==> config.mk <==
export PLATFORM = sky130hd
export DESIGN_NAME = servo_pwm_out
export DESIGN_NICKNAME = d
export VERILOG_FILES = /design/src/rtl/servo_pwm_out.sv
export SDC_FILE = /design/constraint.sdc
export NUM_CORES = 1
export LEC_CHECK = 0
export BUFFER_PORTS_ARGS = -buffer_cell sky130_fd_sc_hd__buf_4
export CAP_MARGIN = 20
export CORE_ASPECT_RATIO = 1.5
export CORE_MARGIN = 2
export CORE_UTILIZATION = 46
export CTS_CLUSTER_SIZE = 24
export DETAILED_ROUTE_END_ITERATION = 10
export GPL_ROUTABILITY_DRIVEN = 1
export PLACE_DENSITY = 0.66
export SYNTH_ARGS = -nofsm -noshare
export SYNTH_HDL_FRONTEND = slang
export SYNTH_SLANG_ARGS = --single-unit
==> constraint.sdc <==
create_clock -name SYS_CLK -period 5.2 [get_ports SYS_CLK]
set_input_delay 0.52 -clock SYS_CLK [delete_from_list [all_inputs] [get_ports SYS_CLK]]
set_output_delay 0.52 -clock SYS_CLK [all_outputs]
set_load 0.005 [all_outputs]
==> src/rtl/servo_pwm_out.sv <==
// Four-channel servo pulse generator with frame-synchronous double buffering.
// Optional failsafe watchdog enabled by defining SERVO_FAILSAFE_EN.
module servo_pwm_out #(
    parameter int TICK_DIV    = 48,
    parameter int FRAME_US    = 20000,
    parameter int MIN_US      = 500,
    parameter int MAX_US      = 2500,
    parameter int WDOG_FRAMES = 25
) (
    input  logic        SYS_CLK,
    input  logic        RST_N,
    input  logic [63:0] SERVO_POS,
    input  logic [3:0]  SERVO_EN,
    input  logic        CMD_STROBE,
    output logic [3:0]  SERVO_OUT,
    output logic        FRAME_SYNC,
    output logic [3:0]  CLAMPED,
    output logic        FAULT
);

    localparam int PW = (TICK_DIV > 1) ? $clog2(TICK_DIV) : 1;
    localparam int FW = (FRAME_US > 1) ? $clog2(FRAME_US) : 1;

    typedef enum logic [1:0] {
        S_IDLE = 2'd0,
        S_RUN  = 2'd1
`ifdef SERVO_FAILSAFE_EN
        , S_FAIL = 2'd2
`endif
    } state_t;

    state_t            r_state;
    state_t            w_state_nxt;
    logic [PW-1:0]     r_presc;
    logic [FW-1:0]     r_fcnt;
    logic [FW-1:0]     w_fcnt_nxt;
    logic              w_tick;
    logic              w_load;
    logic [15:0]       r_w [4];
    logic [15:0]       w_w_nxt [4];
    logic [15:0]       w_cl [4];
    logic [3:0]        w_clhit;
    logic [3:0]        r_en;
    logic [3:0]        w_en_nxt;
    logic [3:0]        r_out;
    logic [3:0]        w_out_nxt;
    logic              r_sync;
    logic [3:0]        r_clamped;

    function automatic logic [15:0] f_clamp(input logic [15:0] v);
        logic [15:0] r;
        r = v;
        if (v < 16'(MIN_US))
            r = 16'(MIN_US);
        else if (v > 16'(MAX_US))
            r = 16'(MAX_US);
        return r;
    endfunction

    assign w_tick = (r_presc == PW'(TICK_DIV - 1));
    assign w_load = w_tick && (r_fcnt == FW'(FRAME_US - 1));

    always_comb begin
        w_fcnt_nxt = r_fcnt;
        if (w_load)
            w_fcnt_nxt = '0;
        else if (w_tick)
            w_fcnt_nxt = r_fcnt + 1'b1;
    end

    always_comb begin
        w_en_nxt = w_load ? SERVO_EN : r_en;
        for (int i = 0; i < 4; i++) begin
            w_cl[i]    = f_clamp(SERVO_POS[16*i +: 16]);
            w_clhit[i] = (w_cl[i] != SERVO_POS[16*i +: 16]);
            w_w_nxt[i] = w_load ? w_cl[i] : r_w[i];
        end
    end

    always_ff @(posedge SYS_CLK or negedge RST_N) begin
        if (!RST_N) begin
            r_presc   <= '0;
            r_fcnt    <= FW'(FRAME_US - 1);
            r_en      <= '0;
            r_clamped <= '0;
            for (int i = 0; i < 4; i++)
                r_w[i] <= '0;
        end else begin
            r_presc <= w_tick ? '0 : r_presc + 1'b1;
            r_fcnt  <= w_fcnt_nxt;
            r_en    <= w_en_nxt;
            for (int i = 0; i < 4; i++)
                r_w[i] <= w_w_nxt[i];
            if (w_load)
                r_clamped <= w_clhit;
        end
    end

`ifdef SERVO_FAILSAFE_EN
    localparam int WW = $clog2(WDOG_FRAMES + 1);

    logic [WW-1:0] r_wd;
    logic          r_arm;
    logic          w_wd_trip;

    // Strobe on the load edge counts toward the ending frame.
    assign w_wd_trip = !CMD_STROBE && (r_wd >= WW'(WDOG_FRAMES - 1));

    always_ff @(posedge SYS_CLK or negedge RST_N) begin
        if (!RST_N) begin
            r_wd  <= '0;
            r_arm <= 1'b0;
        end else begin
            if (CMD_STROBE)
                r_wd <= '0;
            else if (w_load) begin
                if (r_state == S_FAIL && r_arm)
                    r_wd <= '0;
                else if (r_wd != WW'(WDOG_FRAMES))
                    r_wd <= r_wd + 1'b1;
            end
            if (r_state == S_FAIL && w_state_nxt == S_RUN)
                r_arm <= 1'b0;
            else if (r_state == S_FAIL && CMD_STROBE)
                r_arm <= 1'b1;
        end
    end
`else
    logic w_unused;
    assign w_unused = CMD_STROBE ^ (WDOG_FRAMES != 0);
`endif

    always_ff @(posedge SYS_CLK or negedge RST_N) begin
        if (!RST_N)
            r_state <= S_IDLE;
        else
            r_state <= w_state_nxt;
    end

    always_comb begin
        w_state_nxt = r_state;
        case (r_state)
            S_IDLE:
                if (w_load)
                    w_state_nxt = S_RUN;
`ifdef SERVO_FAILSAFE_EN
            S_RUN:
                if (w_load && w_wd_trip)
                    w_state_nxt = S_FAIL;
            S_FAIL:
                if (w_load && (r_arm || CMD_STROBE))
                    w_state_nxt = S_RUN;
`else
            S_RUN:
                w_state_nxt = S_RUN;
`endif
            default:
                w_state_nxt = S_IDLE;
        endcase
    end

    // Outputs are computed from next-cycle values so edges land on the load edge.
    always_comb begin
        for (int i = 0; i < 4; i++)
            w_out_nxt[i] = (w_state_nxt == S_RUN) && w_en_nxt[i] &&
                           (32'(w_fcnt_nxt) < 32'(w_w_nxt[i]));
    end

    always_ff @(posedge SYS_CLK or negedge RST_N) begin
        if (!RST_N) begin
            r_out  <= '0;
            r_sync <= 1'b0;
        end else begin
            r_out  <= w_out_nxt;
            r_sync <= w_load;
        end
    end

    assign SERVO_OUT  = r_out;
    assign FRAME_SYNC = r_sync;
    assign CLAMPED    = r_clamped;

`ifdef SERVO_FAILSAFE_EN
    assign FAULT = (r_state == S_FAIL);
`else
    assign FAULT = 1'b0;
`endif

endmodule

==> impl_metrics.ini <==
[run_status]
outcome = finished clean

[critical_path]
worst-setup-path-type = reg2reg
cp_cell_sequence = ha_1 > and4b_1 > and4_1 > and2_1 > buf_4 > nor2_1 > ha_1 > a21o_1 > a21o_1 > a21oi_1 > o311ai_1 > a41o_1 > a2111oi_0
worst_setup_path_end_kind = register
path_delay_family = simple AND/OR/NAND/NOR gates
startpoint_type = register
timing.reg2reg.worst_path_depth = 13
startpoint = r_presc[0]
path_max_fanout = 17
worst_r2r_startpoint = r_presc[0]
cp_depth = 13
cp_data_arrival_time_ns = 4.41
critical_path_required_time_ns = 5.41
wp_buf_inv = 1
slowest_stage = sky130_fd_sc_hd__nor2_1
cp_slowest_stage_delay_ns = 0.56

[cts]
setup_repair_bufs_after_cts = 0
clk-insertion-delay-late_ns = 0.34
clkTransAtPathRegs_ns = 0.07
ctsLongestPathBuffers = 2
numClockSinks = 100
cts-root-buf = sky130_fd_sc_hd__clkbuf_16
cts_made_buffers = 9
tritoncts = done
cts-resized-gates = 0
cts.hold.buffers_added = 0
ctsHtreeMaxLevel = 3

[yosys]
synth_largest_area_cell = sky130_fd_sc_hd__dfrtp_1
yosys-top-cells-area = sky130_fd_sc_hd__dfrtp_1, sky130_fd_sc_hd__ha_1, sky130_fd_sc_hd__nand2_1
synth_most_common_cell = sky130_fd_sc_hd__dfrtp_1
postSynthCellCount = 606
yosysUniqueCellTypes = 58
async_reset_ff_frac = 1.00
area_fraction_of_the_dominant_cell_type_after_synthesis = 0.396
ys_seq_area_frac = 0.437
post_synth.cell_area_avg_um2 = 9.49
ys_top_cells_by_count = sky130_fd_sc_hd__dfrtp_1, sky130_fd_sc_hd__nand2_1, sky130_fd_sc_hd__inv_1
top_reg_cell_synth = sky130_fd_sc_hd__dfrtp_1
ys_ff_latch = 100
post_synth_instance_area_um2 = 5750
synth_enable_flop_cells = 0
ys_warn_count = 0

[drt]
finalWirelength_um = 14300
routed_wire_length_per_instance_um = 16.8
detail_route.iter0.violations = 176
first_pass_iters = 4
dr_total_vias = 4695
vias_per_cell = 5.52
drc = 0
final_antenna_net_count = 0

[min_path]
hold_wc_path_type = in2async

[layout]
fin_cells = 851
multi_input_comb_area_um2 = 2940
final_net_count = 819
ratio_of_cells_with_drive_above_1_in_the_final_layout = 0.174
synthToLayoutAreaGrowth_pct = 18.4
final-seq-area_um2 = 2510
n_antenna_cell = 0
num-fill-cells = 1111

[sta]
final-hold-violation-count = 0
timing.fmax_mhz = 238
final.period_utilization = 0.808
slew_limit_fails = 0
finalSetupViolations = 0
worst_pin_slew_ns = 1.00
slew_headroom = 0.328
worst_clock_skew_ns = 0.0156
tns_ns = 0
period_needed_ns = 4.20
rsz0062_at_grt = false

[floorplan]
overall_die_area_um2 = 13400
die_w_um = 95.3
core_region_area_um2 = 12300
placement_rows = 50
design.portCount = 81
initial_core_util = 0.467
die_y_um = 141

[pwr]
cell_internal_pwr_uw = 1160
p_leak_uw = 0.00367
p_per_area_nw_per_um2 = 219
power.share.switching = 0.222
clock_power_share = 0.426
seq_power_share = 0.523
power.share.combinational = 0.052
net-switching-power_uw = 331
vdd.ir_drop.worst_mv = 0.139

[global_routing]
grt_max_degree = 55
antenna_found_initial = 0
globalRoute.totalOverflow = 0
track_usage = 0.228
grt_pass1_vias = 4892
grt_first_pass_wirelength_um = 23700

[flow_run]
maxCapViolations = 0

[placed_design]
place.port_buffers = 78
post-dp-hpwl_um = 10700
gp_congestion = 0.869
place_inst = 835
## metrics by stage
| stage | hold WS [ns] | total power, uW | area (um2) | setup WS (ns) | util |
|---|---|---|---|---|---|
| 5_1_grt | 0.236 | 1550 | 6810 | 0.727 | 0.553 |
| 3_5_place_dp | 0.450 | 872 | 6530 | 1.03 | 0.530 |
| 3_3_place_gp | 0.438 | 871 | 6530 | 1.14 | 0.530 |
| 2_1_floorplan | 0.224 | 805 | 5760 | 1.65 | - |
| 4_1_cts | 0.210 | 1500 | 6810 | 1.08 | 0.553 |
| 6_report | 0.182 | 1490 | 6810 | 0.997 | 0.553 |
## power groups by stage
stage	logic (uW)	registers (uW)	clock network, uW
final	76.8	779	635
after global routing	86.3	779	682
after CTS	78.4	779	645
after detailed placement	78.1	794	0
after global placement	76.9	794	0
after floorplan	11.1	794	0
## registers in the layout, summed over array words and instances (netlist names)
signal and flops:
FRAME_SYNC 1, CLAMPED 4, r_presc 6, r_w 64
SERVO_OUT 4, r_fcnt 15, r_en 4, r_state 2
## cells in the final DEF, fill, tap and decap left out, types with 9 or more instances in the layout
cell type / n
sky130_fd_sc_hd__a21o_1: 24
sky130_fd_sc_hd__dfstp_2: 9
sky130_fd_sc_hd__dfrtp_1: 91
sky130_fd_sc_hd__o21ai_0: 33
sky130_fd_sc_hd__and3_1: 9
sky130_fd_sc_hd__nor2_1: 33
sky130_fd_sc_hd__o21a_1: 18
sky130_fd_sc_hd__nand4_1: 11
sky130_fd_sc_hd__nand3_1: 15
sky130_fd_sc_hd__nor3_1: 9
sky130_fd_sc_hd__ha_1: 58
sky130_fd_sc_hd__nand2b_1: 18
sky130_fd_sc_hd__buf_4: 86
sky130_fd_sc_hd__inv_1: 62
sky130_fd_sc_hd__and2_1: 13
sky130_fd_sc_hd__clkbuf_16: 9
sky130_fd_sc_hd__nand2_1: 67
sky130_fd_sc_hd__a21oi_1: 31
sky130_fd_sc_hd__xnor2_1: 10
## area by class of cell
| class | count | area share |
|---|---|---|
| clock buffer | 12 | 0.0362 |
| clock inverter | 4 | 0.00496 |
| inverter | 62 | 0.0342 |
| multi-input combinational | 431 | 0.432 |
| sequential | 100 | 0.369 |
| tap | 156 | 0.0287 |
| timing repair buffer | 86 | 0.0948 |
## per-layer routing
metal,GRT usage,vias to the layer above,wire length [um]
li1,-,2304,-
met1,0.272,2279,5910
met2,0.408,89,7530
met3,0.0321,23,457
met4,0.0831,0,415
met5,0,-,0
## logic make-up after synthesis
kind of cell             Yosys count  share of synthesized area
XOR/XNOR                          16                     0.0244
buffers and inverters             76                     0.0522
multiplexers                       1                    0.00174
adder cells (fa/ha/maj)           58                      0.126
AO/OA/AOI/OAI                    147                      0.171
AND/OR/NAND/NOR                  207                      0.187
flip-flops                       100                      0.437
other                              1                   0.000652
## path summary, 6_finish.rpt
check | slack [ns] | endpoint
min in group SYS_CLK | 0.40 | r_en[3]
worst min register to register | 0.46 | r_w[44]
worst min-delay path | 0.18 | r_w[40]
worst max-delay path | 1.0 | SERVO_OUT[3]
max in group asynchronous | 3.90 | r_w[60]
worst max register to register | 1.0 | SERVO_OUT[3]
## worst register-to-register path: cells and delay by family (launching register included)
| kind | cells | cell delay [ns] |
|---|---|---|
| AO/OA/AOI/OAI | 6 | 1.30 |
| adder cells (fa/ha/maj) | 2 | 0.64 |
| buffers and inverters | 1 | 0.27 |
| flip-flops | 1 | 0.43 |
| AND/OR/NAND/NOR | 4 | 1.44 |
(Power assumes the default switching activity.)
